$ cat config.mk
export PLATFORM = sky130hd
export DESIGN_NAME = rrf_alloc_ctrl
export DESIGN_NICKNAME = d
export VERILOG_FILES = /design/src/rtl/rrf_alloc_ctrl.sv
export SDC_FILE = /design/constraint.sdc
export NUM_CORES = 1
export LEC_CHECK = 0
export ABC_AREA = 1
export CAP_MARGIN = 20
export CELL_PAD_IN_SITES_DETAIL_PLACEMENT = 1
export CELL_PAD_IN_SITES_GLOBAL_PLACEMENT = 1
export CORE_UTILIZATION = 28
export DETAILED_ROUTE_END_ITERATION = 8
export HOLD_SLACK_MARGIN = 0.15
export PLACE_DENSITY = 0.86
export SLEW_MARGIN = 20
export SYNTH_ARGS = -nofsm -noshare
export SYNTH_HDL_FRONTEND = slang
export SYNTH_SLANG_ARGS = --single-unit
$ cat constraint.sdc
create_clock -name clk_i -period 3.3 [get_ports clk_i]
set_input_delay 0.825 -clock clk_i [delete_from_list [all_inputs] [get_ports clk_i]]
set_output_delay 0.825 -clock clk_i [all_outputs]
set_load 0.005 [all_outputs]
$ cat src/rtl/rrf_alloc_ctrl.sv
// Rename-register tag allocator: grants 0/1/2 tags per cycle, reclaims them in order on commit, rolls back on flush.
// Tags and grants are combinational in the request cycle; a refused request (stall_o) is all-or-nothing and simply re-presented.
module rrf_alloc_ctrl #(
   parameter int RRF_NUM = 64,
   parameter int RRF_SEL = 6,
   parameter int REG_SEL = 5
) (
   input  logic               clk_i,
   input  logic               reset_i,
   input  logic               req1_i,
   input  logic               req2_i,
   input  logic               dst_en1_i,
   input  logic               dst_en2_i,
   input  logic [REG_SEL-1:0] dst_num1_i,
   input  logic [REG_SEL-1:0] dst_num2_i,
   input  logic [1:0]         com_num_i,
   input  logic               flush_i,
   output logic               stall_o,
   output logic [RRF_SEL-1:0] tag1_o,
   output logic [RRF_SEL-1:0] tag2_o,
   output logic               setbusy1_en_o,
   output logic [REG_SEL-1:0] setbusy1_num_o,
   output logic [RRF_SEL-1:0] setbusy1_tag_o,
   output logic               setbusy2_en_o,
   output logic [REG_SEL-1:0] setbusy2_num_o,
   output logic [RRF_SEL-1:0] setbusy2_tag_o,
   output logic [RRF_SEL:0]   freenum_o,
   output logic               err_o
);

   localparam logic [RRF_SEL:0]   FULL = (RRF_SEL+1)'(RRF_NUM);
   localparam logic [RRF_SEL-1:0] ONE  = RRF_SEL'(1);

   logic [RRF_SEL-1:0] alloc_ptr;
   logic [RRF_SEL-1:0] com_ptr;
   logic [RRF_SEL:0]   freenum;
   logic               err;

   logic [1:0]         n;
   logic [1:0]         c;
   logic [1:0]         alloc_step;
   logic               grant;
   logic               over_commit;
   logic [RRF_SEL:0]   occ;
   logic [RRF_SEL:0]   com_ext;

   assign n       = {1'b0, req1_i} + {1'b0, req1_i & req2_i};
   assign occ     = FULL - freenum;
   assign com_ext = {{(RRF_SEL-1){1'b0}}, com_num_i};

   // Stall uses the registered count, so entries committed this cycle only help next cycle.
   assign stall_o    = flush_i | (freenum < {{(RRF_SEL-1){1'b0}}, n});
   assign grant      = ~stall_o & (n != 2'd0);
   assign alloc_step = grant ? n : 2'd0;

   always_comb begin
      c           = com_num_i;
      over_commit = (com_num_i == 2'd3);
      if (com_ext > occ) begin
         c           = occ[1:0];
         over_commit = 1'b1;
      end
   end

   assign tag1_o         = alloc_ptr;
   assign tag2_o         = alloc_ptr + ONE;
   assign setbusy1_en_o  = grant & req1_i & dst_en1_i;
   assign setbusy1_num_o = dst_num1_i;
   assign setbusy1_tag_o = tag1_o;
   assign setbusy2_en_o  = grant & req2_i & dst_en2_i;
   assign setbusy2_num_o = dst_num2_i;
   assign setbusy2_tag_o = tag2_o;
   assign freenum_o      = freenum;
   assign err_o          = err;

   always_ff @(posedge clk_i) begin
      if (!reset_i) begin
         alloc_ptr <= '0;
         com_ptr   <= '0;
         freenum   <= FULL;
         err       <= 1'b0;
      end else begin
         com_ptr <= com_ptr + {{(RRF_SEL-2){1'b0}}, c};
         if (over_commit)
            err <= 1'b1;
         if (flush_i) begin
            // Speculative allocations vanish; restart right after the last committed entry.
            alloc_ptr <= com_ptr + {{(RRF_SEL-2){1'b0}}, c};
            freenum   <= FULL;
         end else begin
            alloc_ptr <= alloc_ptr + {{(RRF_SEL-2){1'b0}}, alloc_step};
            freenum   <= freenum + {{(RRF_SEL-1){1'b0}}, c}
                                 - {{(RRF_SEL-1){1'b0}}, alloc_step};
         end
      end
   end

endmodule

==> results of run 1 <==
registers in the layout (all words and copies together) (netlist names):
register and count:
freenum_o 7, com_ptr 6, setbusy1_tag_o 6, err_o 1
logic make-up (layout without fill, tap and decap cells):
group,Yosys count,in the layout
simple gates,91,91
buf+inv,64,110
compound gates,28,28
fa+ha+maj,26,26
flops,20,20
xor+xnor,8,8
layer usage:
| metal | GRT usage | up-vias | wire length (um) |
|---|---|---|---|
| li1 | - | 823 | - |
| met1 | 0.197 | 807 | 2260 |
| met2 | 0.315 | 40 | 2910 |
| met3 | 0.0125 | 10 | 143 |
| met4 | 0.0857 | 0 | 126 |
| met5 | 0 | - | 0 |
layout make-up:
cell class / instances / share of cell area
Clock inverter: 1 / 0.0126
Clock buffer: 3 / 0.0173
Inverter: 40 / 0.0630
Multi-Input combinational cell: 153 / 0.452
Timing Repair Buffer: 66 / 0.246
Sequential cell: 20 / 0.169
Tap cell: 75 / 0.0394
synthesized netlist by cell type, drive strengths merged:
library cell	count	area [um2]
a21boi	1	7.51
a21oi	14	70.1
a31o	1	8.76
buf	23	170
clkbuf	1	3.75
dfxtp	20	400
fa	4	80.1
ha	22	275
inv	40	150
nand2	37	144
nand3	21	110
nand4	4	25.0
nor2	24	103
nor3	1	5.00
o21ai	9	48.8
o21bai	3	22.5
or2	4	25.0
xnor2	3	26.3
xor2	5	43.8
power by group:
group / internal (mW) / switching, mW / total (mW) / leakage, nW
sequential: 0.314 / 0.0994 / 0.414 / 0.165
clock: 0.162 / 0.0931 / 0.255 / 0.0357
combinational: 0.694 / 0.731 / 1.43 / 0.912
total: 1.17 / 0.923 / 2.09 / 1.11
stage by stage:
step                TNS (ps)  power (mW)
finish                     0        2.09
detailed placement     -6250        1.62
global route               0        2.27
floorplan                  0        1.16
CTS                        0        1.99
global placement       -4010        1.55
worst max-delay path, cell delays in order:
cell and delay [ps]:
dlygate4sd2_1 220, nand2_1 90, ha_1 300, a21oi_2 70
o21ai_2 200, nand2_2 100, buf_4 150, nor3_1 110
dlygate4sd2_1 250
worst max path at each step:
| stage | start | endpoint | slack, ps | cells past startpoint |
|---|---|---|---|---|
| 4_1_cts | com_num_i[1] | freenum_o[6] | 0.3 | 15 |
| 6_report | req2_i | setbusy2_en_o | 160 | 9 |
| 3_5_place_dp | com_num_i[0] | freenum_o[4] | -600 | 17 |
| 5_1_grt | freenum_o[1] | freenum_o[6] | 6 | 17 |
| 3_3_place_gp | com_num_i[0] | freenum_o[6] | -440 | 17 |
| 2_1_floorplan | com_num_i[0] | freenum_o[6] | 120 | 16 |
repair_timing:
item	4_1_cts	5_1_grt
resized for setup	17	19
gates cloned	0	0
pin swaps	17	18
setup buffers	7	0
setup endpoints to repair	12	11
==> metrics.txt, run 1 <==
post-synthesis cell count=237; gr ovfl total=0; post-synthesis cell type count=27; IR drop worst, VDD=296 uV; # DRC=2; Cell Pwr Density=879 mW/mm2; #FFs+latches synth=20; # rows=28; endpoints failing setup=0; Worst Max-Slew Pin Slew=358 ps; initial antenna violation count=0; final WL=5440 um; DR iter-0 viols=72; register area share after synthesis=0.233; Multi-input gate area=0.00108 mm2; port bufs=43; Antenna Nets Post-Route=0; max cap viols=0; crit-path max FO=3; WHS=530 ps; syn_nets=282; largest family of logic cells by synthesized area=simple AND/OR/NAND/NOR gates; crit path launch type=primary input; Critical Path AT=2320 ps; Compound-Gate Fraction of Synth Area=0.0917; xor/xnor cell area share of the yosys netlist=0.0408; Starting Density=0.290; vias in the first global route=1,802; fin area=0.00238 mm2; TritonCTS clock tree=built; GP Congestion=0.812; Seq. cell area=403 um2; die area=0.00646 mm2; DRT Pass-1 Iters=6; fillers=732; post-detail-place hpwl=3850 um; Hold Buf Count CTS=0; Num CTS Buffers=3; Bufs on Longest Clock Path=2; hold_sp=com_ptr[4]; H-Tree Level Count=1; mux contribution to synthesized area=0; Worst Hold End=com_ptr[4]; simple-gate share of the synthesized area=0.239; worst-skew pair later-pin latency=270 ps; fraction of layout cells with a size suffix above 1=0.223; status=finished with violations; gr usage total=0.172; Critical Path End Type=output pin; Vias=1,680; Crit path required time=2470 ps; path depth of the worst reg2reg path=17; min Tclk post-route=3140 ps; first-pass GRT wire length=8550 um; Final Util=0.403; cell area after synthesis=0.00172 mm2; Syn. warnings=0; commonest non-fill, non-tap cell in the layout=clkdlybuf4s50_1; Ports=64; Avg WL per Cell=15.2 um; DP Area=0.00219 mm2; area grow syn2layout=38.6%; Rel. slew slack=0.761; Hold Path Depth=2; pre-CTS setup slack=-597 ps; Final period util=0.952; critical path type=primary input to output pin; die width=80.4 um; nets=329; leakage=1.11 nW; Reg clk slew, reported paths=80 ps; synthesized area per cell=7.25 um2; r2r setup slk=180 ps; placed cell count=347; clk sink count=20; DR vias/cell=4.69; worst min path class=flop to flop; adder-cell share of the synthesized area=0.207; Fmax=0.318 GHz; die height=80.4 um; RR Startpoint=freenum_o[1]; Setup WS post-layout=158 ps; Clk Tree Root Cell=clkbuf_8; Core Box Area=0.00592 mm2; fin cells=358; Antenna Cells=0; FF-to-FF End=freenum_o[6]; RSZ-0062 raised after global routing=false; max-slew violation count=0; pin count of the biggest net entering global routing=13; failing checks=design-rule violations; Final Hold Vio Count=0; Clock Skews=4.62 ps; commonest non-fill, non-tap cells in the layout=clkdlybuf4s50_1, inv_1, nand2_1
(Power assumes the default switching activity.)
==> run 2: changes to the inputs <==
- ABC_CLOCK_PERIOD_IN_PS: default -> 3300
- CELL_PAD_IN_SITES_DETAIL_PLACEMENT: 1 -> 0
- CELL_PAD_IN_SITES_GLOBAL_PLACEMENT: 1 -> 2
- CORE_UTILIZATION: 28 -> 21
- PLACE_DENSITY: 0.86 -> 0.84
==> run 2 against run 1 <==
  * The flow now finishes without violations
  * Utilization fell by 9.2 points
  * Via count fell by 7.9%
  * Cell count rose by 7.8%
  * Critical endpoint is now freenum_o[6]
  * Largest power group unchanged
  * Highest routed layer unchanged
==> metrics.txt, run 2 (synthesized netlist as in run 1, its figures left out) <==
status=complete, no violations (was finished with violations); Cell Pwr Density=817 mW/mm2 (was 879 mW/mm2); Hold Path Depth=2 (unchanged); GP Congestion=0.840 (was 0.812); Clock Skews=4.76 ps (was 4.62 ps); clk sink count=20 (unchanged); Bufs on Longest Clock Path=2 (unchanged); final WL=4460 um (was 5440 um); Ports=64 (unchanged); setup_tns=0 ps (unchanged); Num CTS Buffers=3 (unchanged); Pwr Total=1.98 mW (was 2.09 mW); fin cells=386 (was 358); post-detail-place hpwl=3620 um (was 3850 um); Clk Tree Root Cell=clkbuf_8 (unchanged); die area=0.00855 mm2 (was 0.00646 mm2); Worst Max-Slew Pin Slew=387 ps (was 358 ps); WHS=499 ps (was 530 ps); port bufs=43 (unchanged); # rows=32 (was 28); Avg WL per Cell=11.6 um (was 15.2 um); fraction of layout cells with a size suffix above 1=0.201 (was 0.223); nets=330 (was 329); hold_sp=com_ptr[4] (unchanged); IR drop worst, VDD=206 uV (was 296 uV); Critical Path AT=3290 ps (was 2320 ps); beginning of the critical path=freenum_o[1] (was req2_i); max-slew violation count=0 (unchanged); Starting Density=0.220 (was 0.290); Worst Hold End=com_ptr[4] (unchanged); max cap viols=0 (unchanged); Hold Buf Count CTS=0 (unchanged); TritonCTS clock tree=built (unchanged); Fmax=0.320 GHz (was 0.318 GHz); Core Box Area=0.00781 mm2 (was 0.00592 mm2); Reg clk slew, reported paths=80 ps (about the same); leakage=1.14 nW (was 1.11 nW); initial antenna violation count=0 (unchanged); commonest non-fill, non-tap cells in the layout=inv_1, clkdlybuf4s50_1, nand2_1 (was clkdlybuf4s50_1, inv_1, nand2_1); min Tclk post-route=3130 ps (was 3140 ps); gr ovfl total=0 (unchanged); Crit path required time=3460 ps (was 2470 ps); Final Util=0.310 (was 0.403); path depth of the worst reg2reg path=17 (unchanged); endpoints failing setup=0 (unchanged); area grow syn2layout=40.9% (was 38.6%); critical path type=flop to flop (was primary input to output pin); DR vias/cell=4.01 (was 4.69); DRT Pass-1 Iters=4 (was 6); r2r setup slk=170 ps (was 180 ps); crit-path max FO=3 (unchanged); worst min path class=flop to flop (unchanged); H-Tree Level Count=1 (unchanged); Slowest-stage cell, CP=fa_1 (was ha_1); crit path launch type=flop (was primary input); RR Startpoint=freenum_o[1] (unchanged); Critical Path End Type=flop (was output pin); Final Hold Vio Count=0 (unchanged); Max stage delay on crit path=510 ps (was 300 ps); worst-skew pair later-pin latency=270 ps (about the same); vias in the first global route=1,519 (was 1,802); Antenna Cells=0 (unchanged); Vias=1,548 (was 1,680); max FFs per register=7 (unchanged); DR iter-0 viols=27 (was 72); Top cell by count, worst path=inv_1 (was dlygate4sd2_1); Final period util=0.948 (was 0.952); Rel. slew slack=0.741 (was 0.761); placed cell count=381 (was 347); gr usage total=0.105 (was 0.172); Cell Chain, Critical Path=inv_1, ha_4, inv_1, ha_1, inv_1, o21bai_1, nand3_1, nor2_1, nand2_2, o21ai_2, inv_2, fa_1, fa_2, nand4_1, nand3_1, a21oi_1, o21ai_1 (was dlygate4sd2_1, nand2_1, ha_1, a21oi_2, o21ai_2, nand2_2, buf_4, nor3_1, dlygate4sd2_1); die height=92.5 um (was 80.4 um); die width=92.5 um (was 80.4 um); FF-to-FF End=freenum_o[6] (unchanged); first-pass GRT wire length=7040 um (was 8550 um); pin count of the biggest net entering global routing=13 (unchanged); # DRC=0 (was 2); Antenna Nets Post-Route=0 (unchanged)
[run 2: cell types whose count changed in the layout (fill, tap and decap cells not counted), sizes merged]
cell,previous run,this run
dlymetal6s2s,0,2
clkdlybuf4s15,0,1
dlygate4sd2,5,2
buf,23,24
[run 2: how the worst max path moves through the flow]
stage / cells past startpoint / to
global placement: 17 / freenum_o[4]
finish: 17 / freenum_o[6]
detailed placement: 17 / freenum_o[4]
CTS: 9 / setbusy2_en_o
floorplan: 16 / freenum_o[6]
global route: 17 / freenum_o[6]
[run 2: layout make-up]
cell class / instances / area (um2)
clock buffers: 3 / 41.3
flip-flops and latches: 20 / 402
well taps: 102 / 128
inverters: 40 / 150
repair buffers: 67 / 604
multi-input cells: 153 / 1070
clock inverters: 1 / 30.0
fillers: 832 / 5390
[run 2: through the flow]
| stage | area (um2) | worst slack (ps) |
|---|---|---|
| 2_1_floorplan | 1720 | 118 |
| 3_3_place_gp | 2280 | -454 |
| 3_5_place_dp | 2280 | -526 |
| 4_1_cts | 2380 | -6.49 |
| 5_1_grt | 2420 | -5.40 |
| 6_report | 2420 | 173 |
[run 2: timing repair]
| action | in CTS | in global routing |
|---|---|---|
| gates resized for setup | 16 | 16 |
| endpoints found under the setup margin | 10 | 9 |
| endpoints found under the hold margin | 0 | 0 |
| setup buffers | 0 | 1 |
| pin swaps | 7 | 14 |
| cloned | 0 | 0 |
[run 2: power by group]
| part | total [mW] | switching (mW) | internal [mW] |
|---|---|---|---|
| clock network | 0.254 | 0.0920 | 0.162 |
| registers | 0.395 | 0.0819 | 0.313 |
| logic | 1.33 | 0.647 | 0.683 |
| total | 1.98 | 0.821 | 1.16 |
[run 2: critical path, delay by kind of cell, from the launching register on]
family | cells | cell delay, ps
simple gates | 5 | 490
flops | 1 | 340
fa+ha+maj | 4 | 1480
buf+inv | 4 | 200
compound gates | 4 | 500
[run 2: routing by layer]
metal  track usage  up-vias  share of wire
met5             0        -              0
met4        0.0495        0          0.019
met3        0.0123        5          0.017
met2         0.175       15           0.49
met1         0.134      706           0.48
li1              -      822              -
